File: src/rtl/fp_align_pkg.sv
// Shared widths, slice helper and stage bundle for the alignment shifter.
// Sticky accumulation is enabled by defining FP_RSHIFT_STICKY_EN.
package fp_align_pkg;

   localparam int IN_W_D    = 48;
   localparam int OUT_W_D   = 23;
   localparam int LSB_POS_D = 23;
   localparam int SHAMT_W_D = 8;
   localparam int STAGES_D  = 2;
   localparam int TAG_W_D   = 4;

   function automatic int slice_w(int shamt_w, int stages);
      return (shamt_w + stages - 1) / stages;
   endfunction

   typedef struct packed {
      logic                 valid;
      logic [IN_W_D-1:0]    data;
      logic [SHAMT_W_D-1:0] shamt;
      logic                 sticky;
      logic [TAG_W_D-1:0]   tag;
   } stage_t;

endpackage

File: src/rtl/fp_rshift_stage.sv
// One registered shift stage: consumes its slice of the shift amount.
// Bits shifted out feed the running sticky only with FP_RSHIFT_STICKY_EN.
module fp_rshift_stage
   import fp_align_pkg::*;
#(
   parameter int  IDX     = 0,
   parameter int  B       = 4,
   parameter int  IN_W    = IN_W_D,
   parameter int  SHAMT_W = SHAMT_W_D,
   parameter type st_t    = stage_t
) (
   input  logic clk,
   input  logic rst_n,
   input  logic load,
   input  st_t  up,
   output st_t  dn
);

   // Slice mask, truncated to SHAMT_W for the top stage.
   localparam logic [SHAMT_W-1:0] SLICE =
      SHAMT_W'(((64'd1 << B) - 64'd1) << (IDX * B));

   logic [SHAMT_W-1:0] amt;
   logic [IN_W-1:0]    shifted;
   logic               sticky_nxt;

   assign amt     = up.shamt & SLICE;
   assign shifted = up.data >> amt;

`ifdef FP_RSHIFT_STICKY_EN
   logic lost;
   assign lost       = |(up.data & ~({IN_W{1'b1}} << amt));
   assign sticky_nxt = up.sticky | lost;
`else
   logic unused_sticky;
   assign unused_sticky = up.sticky;
   assign sticky_nxt    = 1'b0;
`endif

   always_ff @(posedge clk or negedge rst_n) begin
      if (!rst_n) begin
         dn <= '0;
      end else if (load) begin
         dn.valid <= up.valid;
         if (up.valid) begin
            dn.data   <= shifted;
            dn.shamt  <= up.shamt & ~SLICE;
            dn.sticky <= sticky_nxt;
            dn.tag    <= up.tag;
         end
      end
   end

endmodule

File: src/rtl/fp_align_rshift_pipe.sv
// Pipelined right shifter with guard/sticky extraction and valid/ready flow.
// Define FP_RSHIFT_STICKY_EN to build the sticky logic; otherwise sticky is 0.
module fp_align_rshift_pipe
   import fp_align_pkg::*;
#(
   parameter int IN_W    = IN_W_D,
   parameter int OUT_W   = OUT_W_D,
   parameter int LSB_POS = LSB_POS_D,
   parameter int SHAMT_W = SHAMT_W_D,
   parameter int STAGES  = STAGES_D,
   parameter int TAG_W   = TAG_W_D
) (
   input  logic               clk,
   input  logic               rst_n,
   input  logic               in_valid,
   output logic               in_ready,
   input  logic [IN_W-1:0]    in_data,
   input  logic [SHAMT_W-1:0] in_shamt,
   input  logic [TAG_W-1:0]   in_tag,
   output logic               out_valid,
   input  logic               out_ready,
   output logic [OUT_W-1:0]   out_data,
   output logic               out_guard,
   output logic               out_sticky,
   output logic [TAG_W-1:0]   out_tag
);

   localparam int B = slice_w(SHAMT_W, STAGES);

   typedef struct packed {
      logic               valid;
      logic [IN_W-1:0]    data;
      logic [SHAMT_W-1:0] shamt;
      logic               sticky;
      logic [TAG_W-1:0]   tag;
   } pipe_t;

   pipe_t       pipe [STAGES+1];
   pipe_t       last;
   logic [STAGES:0] go;
   logic        low;

   assign pipe[0] = '{valid: in_valid, data: in_data,
                      shamt: in_shamt, sticky: 1'b0, tag: in_tag};

   // go[k]: stage k loads; go[STAGES] is the consumer's accept.
   always_comb begin
      go = '0;
      go[STAGES] = out_ready;
      for (int k = STAGES - 1; k >= 0; k--) begin
         go[k] = !pipe[k+1].valid || go[k+1];
      end
   end

   assign in_ready = go[0];

   for (genvar g = 0; g < STAGES; g++) begin : g_stage
      fp_rshift_stage #(
         .IDX     (g),
         .B       (B),
         .IN_W    (IN_W),
         .SHAMT_W (SHAMT_W),
         .st_t    (pipe_t)
      ) u_stage (
         .clk   (clk),
         .rst_n (rst_n),
         .load  (go[g]),
         .up    (pipe[g]),
         .dn    (pipe[g+1])
      );
   end

   assign last      = pipe[STAGES];
   assign out_valid = last.valid;
   assign out_data  = last.data[LSB_POS +: OUT_W];
   assign out_guard = last.data[LSB_POS-1];
   assign out_tag   = last.tag;

   if (LSB_POS > 1) begin : g_low
      assign low = |last.data[LSB_POS-2:0];
   end else begin : g_nolow
      assign low = 1'b0;
   end

`ifdef FP_RSHIFT_STICKY_EN
   assign out_sticky = last.sticky | low;
`else
   assign out_sticky = 1'b0;
`endif

   logic unused_bits;
   assign unused_bits = ^{last.shamt, last.data, last.sticky, low};

endmodule

File: config.mk
export PLATFORM = sky130hd
export DESIGN_NAME = fp_align_rshift_pipe
export DESIGN_NICKNAME = d
export VERILOG_FILES = /design/src/rtl/fp_align_pkg.sv /design/src/rtl/fp_rshift_stage.sv /design/src/rtl/fp_align_rshift_pipe.sv
export SDC_FILE = /design/constraint.sdc
export NUM_CORES = 1
export LEC_CHECK = 0
export ABC_AREA = 1
export CORE_ASPECT_RATIO = 1.75
export CORE_MARGIN = 2
export CORE_UTILIZATION = 25
export DETAILED_ROUTE_END_ITERATION = 10
export MAX_ROUTING_LAYER = met4
export SLEW_MARGIN = 0
export SYNTH_ARGS = -nofsm -noshare
export SYNTH_HDL_FRONTEND = slang
export SYNTH_SLANG_ARGS = --single-unit
export TNS_END_PERCENT = 100
File: constraint.sdc
create_clock -name clk -period 2.3 [get_ports clk]
set_input_delay 0.575 -clock clk [delete_from_list [all_inputs] [get_ports clk]]
set_output_delay 0.575 -clock clk [all_outputs]
set_load 0.005 [all_outputs]
==> results of run 1 <==
## worst max-delay path by stage
stage / startpoint / endpoint / slack [ns] / cells after the start
after global routing: out_ready / in_ready / 0.04 / 4
final: out_ready / in_ready / 0.08 / 4
after detailed placement: out_ready / in_ready / 0.07 / 4
after global placement: out_ready / in_ready / 0.08 / 4
after CTS: out_ready / in_ready / 0.07 / 4
after floorplan: in_shamt[1] / g_stage[0].u_stage.dn[40]$_DFFE_PN0P_ / 0.91 / 8
## logic make-up (layout without fill, tap and decap cells)
| kind of cell | Yosys count | count (layout) |
|---|---|---|
| multiplexers | 2 | 2 |
| other | 1 | 1 |
| buffers and inverters | 47 | 116 |
| AO/OA/AOI/OAI | 32 | 32 |
| AND/OR/NAND/NOR | 362 | 362 |
| flip-flops | 64 | 64 |
## power by group through the flow
| stage | sequential, uW | clock (uW) | combinational (uW) |
|---|---|---|---|
| 6_report | 1410 | 1130 | 860 |
| 5_1_grt | 1440 | 1210 | 967 |
| 4_1_cts | 1410 | 1160 | 877 |
| 3_5_place_dp | 1430 | 0 | 873 |
| 3_3_place_gp | 1430 | 0 | 865 |
| 2_1_floorplan | 1400 | 0 | 483 |
## routing by layer
layer	GRT usage (%)	up-vias	share of wire, %
met1	15.7	1660	38
met4	5.91	0	1.9
met2	26.9	94	56
met3	2.16	13	4.1
li1	-	1778	-
met5	-	-	0
## worst max-delay path, delay by kind of cell
kind / cells / cell delay, ns
buf+inv: 3 / 1.01
simple gates: 1 / 0.07
## metrics by stage
stage	cell area (sq um)	cells
floorplan	3650	508
global placement	4530	744
detailed placement	4530	744
CTS	4770	757
global route	4770	757
finish	4770	757
## layout by cell type, fill, tap and decap left out, types with 3 or more instances in the layout
cell type and instances:
sky130_fd_sc_hd__dfrtp_1 64, sky130_fd_sc_hd__o31ai_1 3, sky130_fd_sc_hd__nor2_1 15, sky130_fd_sc_hd__nand2_2 10, sky130_fd_sc_hd__inv_1 14, sky130_fd_sc_hd__nand3_1 109
sky130_fd_sc_hd__buf_4 10, sky130_fd_sc_hd__nand2_1 219, sky130_fd_sc_hd__a21oi_1 8, sky130_fd_sc_hd__buf_12 3, sky130_fd_sc_hd__o21ai_0 16, sky130_fd_sc_hd__clkdlybuf4s50_1 70
sky130_fd_sc_hd__clkbuf_16 9
## final cells by class
type | count | area [sq um] | area share [%]
multi-input cells | 397 | 1780 | 37.3
flip-flops and latches | 64 | 1600 | 33.6
repair buffers | 84 | 841 | 17.6
clock buffers | 11 | 233 | 4.88
well taps | 180 | 225 | 4.72
inverters | 19 | 83.8 | 1.76
clock inverters | 2 | 10.0 | 0.210
==> results.json, run 1 <==
{
  "antenna_found_initial": 0,
  "synth-compound-area-share_pct": 4.73,
  "cts_inserted_buffers": 9,
  "fmax_mhz": 450,
  "final_period_minus_worst_setup_slack_ns": 2.22,
  "total_power_of_the_final_layout_uw": 3400,
  "p_comb_share_pct": 25.3,
  "hp-class": "in2async",
  "setup.worst_path.class": "in2out",
  "totalWireLength_mm": 10.6,
  "netlist_instances": 508,
  "grt_first_pass_wirelength_mm": 17.4,
  "clock_tree.htree_level_count": 3,
  "yosysTopAreaCellShare_pct": 43.8,
  "fin_setup_tns_ns": 0,
  "timing.rr.end": "g_stage[1].u_stage.dn[41]$_DFFE_PN0P_",
  "endpoint_kind_of_the_worst_setup_timing_path": "primary output",
  "setup_violation_total_in_the_final_timing_report": 0,
  "ctsLongestPathBuffers": 2,
  "yosysUniqueCellTypes": 31,
  "globalplace.congestion": 0.864,
  "number_of_setup_buffers_added_after_cts": 0,
  "netSwitchingFraction_pct": 29.7,
  "gr-usage-all-layers_pct": 14.8,
  "grt_setup_unrepaired": "no",
  "synthesis.area_per_instance_sq_um": 7.19,
  "post_synth_edffs": 0,
  "longest_individual_stage_delay_on_the_worst_path_ns": 0.50,
  "start_util_pct": 25.4,
  "relSlewSlack_pct": 56.8,
  "die_height_um": 164,
  "synth_largest_area_cell": "sky130_fd_sc_hd__dfrtp_1",
  "cp_cell_sequence": "clkdlybuf4s50_1 > inv_1 > nand3_2 > clkdlybuf4s50_1",
  "utilization_pct": 33.2,
  "clock_group_share_of_total_power_pct": 33.3,
  "clock-root-buffer": "sky130_fd_sc_hd__clkbuf_16",
  "gr-total-overflow": 0,
  "dp_worst_setup_slack_ns": 0.0709,
  "finalCritPeriodShare_pct": 96.7,
  "switchingPower_uw": 1010,
  "core.rowCount": 58,
  "grt_start_max_net_pins": 65,
  "cts_tree": "done",
  "synth_commonest_cells": "sky130_fd_sc_hd__nand2_1 (219), sky130_fd_sc_hd__nand3_1 (109), sky130_fd_sc_hd__dfrtp_1 (64)",
  "largest_registers": "g_stage.u_stage.dn (64)",
  "static-leakage-power_uw": 0.00226,
  "reg2reg_from": "g_stage[1].u_stage.dn[61]$_DFFE_PN0P_",
  "place.port_buffers": 71,
  "floorplan.die_area_sq_um": 15600,
  "floorplan.core_area_sq_um": 14400,
  "mappedNetlistArea_sq_um": 3650,
  "worst-path-max-fanout": 2,
  "yosysWarnings": 0,
  "r2r_slack_ns": 0.84,
  "seq_power_share_pct": 41.5,
  "firstDrtPassIters": 4,
  "result_of_the_run": "complete, no violations",
  "synth_simple_gate_area_share_pct": 43.3,
  "first_global_vias": 3549,
  "postSynthRegisterBits": 64,
  "hold_violations": 0,
  "registers.top_by_ff_count": "g_stage.u_stage.dn",
  "detailedRoute.firstIterationViolations": 157,
  "cp.arrival_ns": 1.65,
  "synth_top_family_by_area": "simple AND/OR/NAND/NOR gates",
  "clkSlewWorstSetupHoldPaths_ns": 0.05,
  "yosysSeqAreaShare_pct": 43.8,
  "netlist_top_cells_area": "sky130_fd_sc_hd__dfrtp_1 (44%), sky130_fd_sc_hd__nand2_1 (23%), sky130_fd_sc_hd__nand3_1 (15%)",
  "later_pin_clock_latency_in_the_skew_report_ns": 0.32,
  "power.density_cell_area_nw_per_um2": 713,
  "die_x_um": 95.4,
  "largest_register_ffs": 64,
  "io_pins": 95,
  "cts.sinks": 64,
  "post_synthesis_adder_cell_area_fraction_pct": 0,
  "maxCapViolCount": 0,
  "max-vdd-ir-drop_uv": 265,
  "worstSetupStartpointType": "input port",
  "finalMaxSlewViolations": 0,
  "ctsHoldBuffers": 0,
  "final.setup.worst_slack_ns": 0.0767,
  "timing.reg2reg.worst_path_depth": 5,
  "net_count_synth": 572,
  "cpMostUsedCell": "sky130_fd_sc_hd__clkdlybuf4s50_1",
  "yosys.area_share.xor_xnor_pct": 0,
  "drc_errors": 0,
  "worst_ep_required_time_ns": 1.73,
  "fraction_of_final_layout_cells_with_drive_strength_greater_than_1_pct": 8.49,
  "cell_with_the_largest_stage_delay_on_the_worst_path": "sky130_fd_sc_hd__clkdlybuf4s50_1",
  "count_of_inserted_antenna_diode_cells": 0,
  "via_per_inst": 4.68,
  "main_synth_ff_type": "sky130_fd_sc_hd__dfrtp_1",
  "syn2layout_area_growth_pct": 30.7,
  "fillCellCount": 1565,
  "post_cts.resized_instances": 0,
  "skew_final_ns": 0.00509,
  "nNetsFinal": 639,
  "cell_internal_pwr_uw": 2390,
  "library_cell_with_the_highest_instance_count_after_synthesis": "sky130_fd_sc_hd__nand2_1",
  "dp.final_hpwl_mm": 8.32,
  "worst-slew-pin-transition_ns": 0.648,
  "asyncSetResetFlopFracSynth_pct": 100,
  "share_of_synthesized_area_spent_on_multiplexers_pct": 0.616,
  "finalHoldWorstSlack_ns": 0.238,
  "wl_per_cell_um": 14.0,
  "route.antenna.remaining_nets": 0,
  "detailroute.via_count": 3545
}
Power figures use the tool's default switching activity.
==> run 2: changes to the inputs <==
- TNS_END_PERCENT: 100 -> unset
==> results of run 2 <==
Same layout as run 1: the final DEF is identical, and so are final timing and power.
